### src/rtl/ram_copy_pkg.sv
// Shared definitions for the RAM-to-RAM copy engine:
// FSM state encoding and default geometry.
package ram_copy_pkg;

   localparam int DW_DEF = 16;
   localparam int AW_DEF = 14;

   typedef enum logic [1:0] {
      S_IDLE  = 2'd0,
      S_RUN   = 2'd1,
      S_DRAIN = 2'd2,
      S_DONE  = 2'd3
   } state_t;

endpackage

### src/rtl/ram_copy_engine.sv
// Copies len words inside a dual-port RAM: port 1 reads, port 2 writes
// one cycle later. Overlapping forward moves run descending (memmove).
module ram_copy_engine
   import ram_copy_pkg::*;
#(
   parameter int DW = DW_DEF,
   parameter int AW = AW_DEF
) (
   input  logic          clk,
   input  logic          rst_n,
   input  logic          start,
   input  logic          abort,
   input  logic [AW-1:0] src_addr,
   input  logic [AW-1:0] dst_addr,
   input  logic [AW:0]   len,
   output logic          busy,
   output logic          done,
   output logic          err,
   output logic [AW-1:0] addr1,
   output logic          w_en1,
   input  logic [DW-1:0] q1,
   output logic [AW-1:0] addr2,
   output logic [DW-1:0] data2,
   output logic          w_en2
);

   localparam logic [AW:0]   LIM   = {1'b1, {AW{1'b0}}};
   localparam logic [AW:0]   CONE  = {{AW{1'b0}}, 1'b1};
   localparam logic [AW-1:0] AONE  = {{(AW-1){1'b0}}, 1'b1};

   state_t        state_q, state_d;
   logic [AW-1:0] addr1_q, addr1_d;
   logic [AW-1:0] addr2_q, addr2_d;
   logic [AW-1:0] dst_q, dst_d;
   logic [AW:0]   cnt_q, cnt_d;
   logic          desc_q, desc_d;
   logic          w_en2_q, w_en2_d;
   logic          busy_q, busy_d;
   logic          done_q, done_d;
   logic          err_q, err_d;

   logic [AW:0]   s_end, d_end;
   logic [AW-1:0] lm1;
   logic          bad, ovl;

   always_comb begin
      s_end = {1'b0, src_addr} + len;
      d_end = {1'b0, dst_addr} + len;
      bad   = (s_end > LIM) || (d_end > LIM);
      ovl   = (dst_addr > src_addr) && ({1'b0, dst_addr} < s_end);
      // modulo-2**AW is exact here: a legal request never wraps
      lm1   = len[AW-1:0] - AONE;

      state_d = state_q;
      addr1_d = addr1_q;
      addr2_d = addr2_q;
      dst_d   = dst_q;
      cnt_d   = cnt_q;
      desc_d  = desc_q;
      busy_d  = busy_q;
      w_en2_d = 1'b0;
      done_d  = 1'b0;
      err_d   = 1'b0;

      unique case (state_q)
         S_IDLE: begin
            if (start) begin
               if (bad) begin
                  err_d = 1'b1;
               end else if (len == '0) begin
                  state_d = S_DONE;
                  done_d  = 1'b1;
               end else begin
                  state_d = S_RUN;
                  busy_d  = 1'b1;
                  desc_d  = ovl;
                  cnt_d   = len;
                  addr1_d = ovl ? src_addr + lm1 : src_addr;
                  dst_d   = ovl ? dst_addr + lm1 : dst_addr;
               end
            end
         end
         S_RUN: begin
            if (abort) begin
               state_d = S_IDLE;
               busy_d  = 1'b0;
            end else begin
               w_en2_d = 1'b1;
               addr2_d = dst_q;
               if (cnt_q == CONE) begin
                  state_d = S_DRAIN;
               end else begin
                  cnt_d   = cnt_q - CONE;
                  addr1_d = desc_q ? addr1_q - AONE : addr1_q + AONE;
                  dst_d   = desc_q ? dst_q - AONE : dst_q + AONE;
               end
            end
         end
         S_DRAIN: begin
            busy_d = 1'b0;
            if (abort) begin
               state_d = S_IDLE;
            end else begin
               state_d = S_DONE;
               done_d  = 1'b1;
            end
         end
         S_DONE: begin
            state_d = S_IDLE;
         end
      endcase
   end

   always_ff @(posedge clk or negedge rst_n) begin
      if (!rst_n) begin
         state_q <= S_IDLE;
         addr1_q <= '0;
         addr2_q <= '0;
         dst_q   <= '0;
         cnt_q   <= '0;
         desc_q  <= 1'b0;
         w_en2_q <= 1'b0;
         busy_q  <= 1'b0;
         done_q  <= 1'b0;
         err_q   <= 1'b0;
      end else begin
         state_q <= state_d;
         addr1_q <= addr1_d;
         addr2_q <= addr2_d;
         dst_q   <= dst_d;
         cnt_q   <= cnt_d;
         desc_q  <= desc_d;
         w_en2_q <= w_en2_d;
         busy_q  <= busy_d;
         done_q  <= done_d;
         err_q   <= err_d;
      end
   end

   assign busy  = busy_q;
   assign done  = done_q;
   assign err   = err_q;
   assign addr1 = addr1_q;
   assign w_en1 = 1'b0;
   assign addr2 = addr2_q;
   assign data2 = q1;
   assign w_en2 = w_en2_q;

endmodule
### config.mk
export PLATFORM = sky130hd
export DESIGN_NAME = ram_copy_engine
export DESIGN_NICKNAME = d
export VERILOG_FILES = /design/src/rtl/ram_copy_pkg.sv /design/src/rtl/ram_copy_engine.sv
export SDC_FILE = /design/constraint.sdc
export NUM_CORES = 1
export LEC_CHECK = 0
export ABC_AREA = 1
export CAP_MARGIN = 20
export CORE_MARGIN = 10
export CORE_UTILIZATION = 40
export DETAILED_ROUTE_END_ITERATION = 6
export SYNTH_ARGS = -nofsm -noshare
export SYNTH_HDL_FRONTEND = slang
export SYNTH_SLANG_ARGS = --single-unit
### constraint.sdc
create_clock -name clk -period 2.4 [get_ports clk]
set_input_delay 0.6 -clock clk [delete_from_list [all_inputs] [get_ports clk]]
set_output_delay 0.6 -clock clk [all_outputs]
set_load 0.05 [all_outputs]
==> Yosys cells after proc, flatten, opt, wreduce, memory -nomap -nowiden <==
Cells that the tools add are included.
{ "op_classes": {"addsub": 10, "n_mul": 0, "div": 0, "order_cmp": 4, "n_eq_ne": 11, "shift": 0, "n_mux": 43, "bitwise": 3, "reduce_logical": 11} }
{ "op_table": {"columns": ["operator", "count"], "rows": [
  ["$mux 14", 14],
  ["$mux 15", 5],
  ["$pmux 14 s2", 2],
  ["$sub 14x1->14 const B", 3],
  ["$add 14x15->15", 2],
  ["$gt 15x15->1 const B", 2],
  ["$pmux 15 s2", 1],
  ["$add 14x1->14 const B", 2],
  ["$add 14x14->14", 2],
  ["$eq 15x1->1 const B", 1],
  ["$logic_not 15->1", 1],
  ["$lt 14x15->1", 1],
  ["$sub 15x1->15 const B", 1],
  ["$gt 14x14->1", 1],
  ["$mux 1", 12],
  ["$mux 2", 6],
  ["$ne 2x2->1 const B", 6],
  ["$pmux 2 s4", 1],
  ["$reduce_and 6->1", 1],
  ["$reduce_and 5->1", 1],
  ["$eq 2x2->1 const B", 2],
  ["$reduce_and 4->1", 1],
  ["$ne 3x3->1 const B", 1],
  ["$not 1->1", 3],
  ["other kinds (10)", 10]
]} }
{ "word_totals": {"ff_bits": 64, "latch_bits": 0, "ram_bits": 0, "mem_bits_ro": 0, "output_inout_bits": 49, "memories": 0} }

==> Depth between registers and ports, before layout <==
{ "logic_depth": {"depth_word": 8, "ltp_mapped": 26, "depth_no_buf": 24} }

==> Least setup slack after synthesis <==
No wires, ideal clock.
{ "synth_path": {"path_kind": "input to register", "start": "in src_addr[0]", "end": "reg addr1_q[10], in the netlist addr1[10]", "t_arrival_ns": 3.036, "t_required_ns": 2.282, "slack_ns": -0.754, "cell_stages": 23, "path_buffers": 2, "path_cell_list": "ha_1 fa_1 nand2_1 nand3_1 nand3_1 nand2_1 nand2_1 nand2_1 nand2_1 nand2_1 ha_1 nand2_1 nor2_1 a211oi_1 nor2_1 nor2_2 buf_4 buf_4 nand3_1 nand3_1 nand2_1 nand3_1 nand2_1"} }
{ "synth_between": {"elab_chain_cells": 8} }
{ "synth_lines": {"columns": ["item", "line_no", "rtl"], "rows": [
  ["from (decl)", "ram_copy_engine.sv:13", "input logic [AW-1:0] src_addr,"],
  ["$add 14x15->15", "ram_copy_engine.sv:47", "s_end = {1'b0, src_addr} + len;"],
  ["$lt 14x15->1", "ram_copy_engine.sv:50", "ovl = (dst_addr > src_addr) && ({1'b0, dst_addr} < s_end);"],
  ["$logic_and 1x1->1", "ram_copy_engine.sv:50", null],
  ["$mux 14", "ram_copy_engine.sv:78", "addr1_d = ovl ? src_addr + lm1 : src_addr;"],
  ["$mux 14", "ram_copy_engine.sv:70", "end else if (len == '0) begin"],
  ["$mux 14", "ram_copy_engine.sv:68", "if (bad) begin"],
  ["$mux 14", "ram_copy_engine.sv:67", "if (start) begin"],
  ["$pmux 14 s2", "ram_copy_engine.sv:65", "unique case (state_q)"],
  ["to (signal assigned)", "ram_copy_engine.sv:128", "addr1_q <= addr1_d;"],
  ["to (decl)", "ram_copy_engine.sv:32", "logic [AW-1:0] addr1_q, addr1_d;"]
]} }
Parallel ways exist; a longest one is shown, timed or not. The select of a mux whose other input is x is not followed.
A chain may end at the register's enable or synchronous reset.

==> Final worst setup path <==
{ "layout_path": {"start": "in src_addr[8]", "end": "reg dst_q[0]"} }
{ "layout_between": {"elab_chain_cells": 8} }
{ "layout_lines": {"columns": ["item", "line_no", "rtl"], "rows": [
  ["$add 14x15->15", "ram_copy_engine.sv:47", null],
  ["$lt 14x15->1", "ram_copy_engine.sv:50", null],
  ["$logic_and 1x1->1", "ram_copy_engine.sv:50", null],
  ["$mux 14", "ram_copy_engine.sv:79", "dst_d = ovl ? dst_addr + lm1 : dst_addr;"],
  ["$mux 14", "ram_copy_engine.sv:70", null],
  ["$mux 14", "ram_copy_engine.sv:68", null],
  ["$mux 14", "ram_copy_engine.sv:67", null],
  ["$pmux 14 s2", "ram_copy_engine.sv:65", null],
  ["to (signal assigned)", "ram_copy_engine.sv:130", "dst_q <= dst_d;"],
  ["to (decl)", "ram_copy_engine.sv:34", "logic [AW-1:0] dst_q, dst_d;"]
]} }
Parallel ways exist; a longest one is shown, timed or not. The select of a mux whose other input is x is not followed.

==> metrics.md <==
| Metric | Value |
|---|---|
| Residual DRC | `0` |
| Most common cell after layout, fill and taps aside | `nand2_1` |
| Nets@finish | `1,909` |
| Max_cap viols | `0` |
| Min-Delay Path Class | `in2async` |
| Min Tclk post-route | `3.099 ns` |
| Reg2reg start | `desc_q` |
| Die height | `about 170 um` |
| Via-per-instance ratio | `slightly above 5` |
| Grt ovf | `0` |
| Relative slew slack | `0.5514` |
| Hold_buf cts | `0` |
| Mean area per synthesized cell | `about 6.2 um^2` |
| Non-Filler Instances | `approximately 2,000` |
| Final worst-path cycle share | `1.291` |
| Fraction of registers with async set/reset | `1.000` |
| Final Hold Violating Endpoints | `0` |
| Slowest stage cell, crit path | `ha_4` |
| Diodes inserted | `0` |
| Vias in the first global route | `9,790` |
| Sequential-to-total area share from yosys stat | `0.1789` |
| DR pass1 iterations | `6` |
| First-pass GRT wire length | `approximately 50,000 um` |
| Worst path max stage delay | `approximately 0.32 ns` |
| Antenna violations before repair | `0` |
| CTS sink count | `64` |
| Tightest Pin Transition | `around 0.67 ns` |
| Area Growth Syn to Fin | `46.77%` |
| Fmax | `between 300 and 400 MHz` |
| Rows | `between 50 and 60` |
| Yosys reg bits | `64` |
| Commonest non-fill, non-tap cells in the layout | `nand2_1 (411), buf_4 (212), inv_1 (174), nand3_1 (127), ha_1 (83)` |
| Netlist cell types | `between 40 and 50` |
| Failing checks | `negative setup slack` |
| Maximum clock path buffer count | `2` |
| Root Driver | `clkbuf_16` |
| Layout cells sized above 1 | `0.2829` |
| H-tree levels | `3` |
| EDFF count, synth | `0` |
| Post-DRT Antenna Nets | `0` |
| Syn nets | `between 1,500 and 2,000` |
| Most used DFF post-synth | `dfrtp_1` |
| CP Cell Sequence | `clkdlybuf4s15_2 > ha_4 > nand2_2 > buf_4 > nor2_1 > nand2_2 > nand2_1 > nand2_1 > nand2_2 > inv_1 > ha_1 > and3_4 > nand3_2 > nor2_2 > nor2_4 > buf_12 > nand2_8 > buf_6 > nand2_2 > nand3_2 > nand2_1 > nand3_1 > nand2_1` |
| Wire length per cell | `15.73 um` |
| Cells after DPL | `1,969` |
| Mapped Area | `between 8000 and 9000 um^2` |
| Lkg Pwr | `about 6.9 nW` |
| Reg2reg path depth | `12` |
| Max FO, Critical Path | `6` |
| Design Power | `12.59 mW` |
| Warnings, synthesis | `0` |
| Largest net degree at the start of global routing | `52` |
| Reg2Reg Setup Slack | `0.02 ns` |
| Pwr Density | `~960 nW/um^2` |
| Worst r2r dst | `addr1[13]` |
| Total core area | `between 20,000 and 25,000 um^2` |
| CP Class | `in2reg` |
| Placer Congestion | `about 0.95` |
| Via count | `10,280` |
| Fin. max-slew vios | `0` |
| Clk_skew | `approximately 0.0096 ns` |
| Status | `finished with violations` |
| CP Capture Type | `flop` |
| Crit path setup slack, layout | `-0.6994 ns` |
| Fin util | `0.6001` |
| RSZ-0062 raised after global routing | `yes` |
| Die X | `169.6 um` |
| DP HPWL | `between 20,000 and 25,000 um` |
| Worst Path Arrival | `about 3.3 ns` |
| Final WL | `about 32,000 um` |
| Final Setup Violations | `49` |
| CTS buffer count | `9` |
| Global-route usage over all layers | `0.2118` |
| Worst setup SP type | `input port` |
| Top Ports | `about 110` |
| Initial Util | `0.4089` |
| Latest clock arrival within the worst-skew pair | `~0.34 ns` |
| DIE AREA | `28,760 um^2` |
| Clk pin slew, worst setup/hold paths | `0.06 ns` |
| Initial DRC count | `~500` |
| CTS tree | `yes` |
| Worst EP required | `about 2.6 ns` |
| Peak supply drop | `~550 uV` |
| Number of buffers added on ports | `78` |
| Synthesized instance count | `approximately 1,400` |
## cells in the mapped netlist, types with 2 or more instances
master	n	share of area
nand2_1	473	0.20
inv_1	176	0.074
nand3_1	155	0.087
ha_1	113	0.16
nor2_1	95	0.040
a21oi_1	89	0.050
dfrtp_1	64	0.18
o21ai_0	48	0.027
xor2_1	41	0.040
nand4_1	37	0.026
buf_4	23	0.019
nor3_1	17	0.0095
xnor2_1	15	0.015
buf_2	13	0.0073
clkbuf_1	11	0.0046
nand2_2	7	0.0049
a31oi_1	6	0.0042
fa_1	6	0.013
or2_2	6	0.0042
inv_2	5	0.0021
o21bai_1	5	0.0042
nand3b_1	4	0.0034
a211oi_1	3	0.0025
buf_6	3	0.0038
a21boi_0	2	0.0017
a21oi_2	2	0.0020
and2_1	2	0.0014
nor2_2	2	0.0014
o2111ai_1	2	0.0020
o21a_1	2	0.0017
## metrics by stage
| stage | area (um^2) | hold slack (ns) | setup TNS [ns] | worst slack, ns |
|---|---|---|---|---|
| after global routing | 13140 | 0.2107 | -32.49 | -0.8133 |
| final | 13140 | 0.1849 | -26.49 | -0.6994 |
| after global placement | 11570 | 0.4521 | -66.91 | -1.516 |
| after detailed placement | 11570 | 0.4580 | -67.29 | -1.506 |
| after CTS | 12760 | 0.1910 | -23.47 | -0.6049 |
| after floorplan | 9035 | 0.3044 | -19.34 | -0.6408 |
## routing by layer
layer	track usage	part of all wire
met1	0.2693	0.44
met2	0.3529	0.47
met3	0.02918	0.043
met4	0.08518	0.041
met5	0	0
## logic make-up after synthesis
logic type | Yosys count | share of synthesized area
simple gates | 803 | 0.3812
flops | 64 | 0.1789
compound gates | 165 | 0.1020
xor+xnor | 56 | 0.05479
buf+inv | 232 | 0.1113
other cells | 1 | 0.0004189
fa+ha+maj | 119 | 0.1714
## what timing repair did
action	4_1_cts	5_1_grt
gates cloned	6	1
resized for setup	241	84
pin swaps	75	40
setup buffers	16	5
setup endpoints to repair	49	49
## sequential cells by signal, summed over array words and instances, names as in the netlist, 2 cells and up
register,count
addr2,14
state_q,2
cnt_q,15
addr1,14
dst_q,14
## how the worst max path moves through the flow
stage	startpoint	to	slack (ns)	cells after the start
floorplan	src_addr[0]	dst_q[6]	-0.64	24
global placement	len[2]	addr1[9]	-1.52	18
detailed placement	len[2]	addr1[9]	-1.51	18
CTS	len[0]	addr1[3]	-0.60	22
global route	src_addr[5]	addr1[3]	-0.81	24
finish	src_addr[8]	dst_q[0]	-0.70	23
## report_power, final
part | switching, mW | total, mW | internal, mW | leakage, nW
Clock | 0.511 | 1.52 | 1.01 | 0.162
Sequential | 0.453 | 2.06 | 1.61 | 0.799
Combinational | 5.38 | 9.01 | 3.63 | 5.99
Total | 6.34 | 12.6 | 6.25 | 6.95
## final cells by class
class / count / area (um^2)
Fill cell: 2069 / 8753
Multi-Input combinational cell: 1144 / 7312
Sequential cell: 64 / 1602
Clock inverter: 6 / 107.6
Inverter: 181 / 679.4
Timing Repair Buffer: 327 / 2858
Clock buffer: 10 / 229.0
Tap cell: 280 / 350.3
## worst max-delay path: cells and delay by family
| family | cells | cell delay (ns) |
|---|---|---|
| fa+ha+maj | 2 | 0.59 |
| simple gates | 16 | 1.42 |
| buf+inv | 5 | 0.70 |
(Power assumes the default switching activity.)
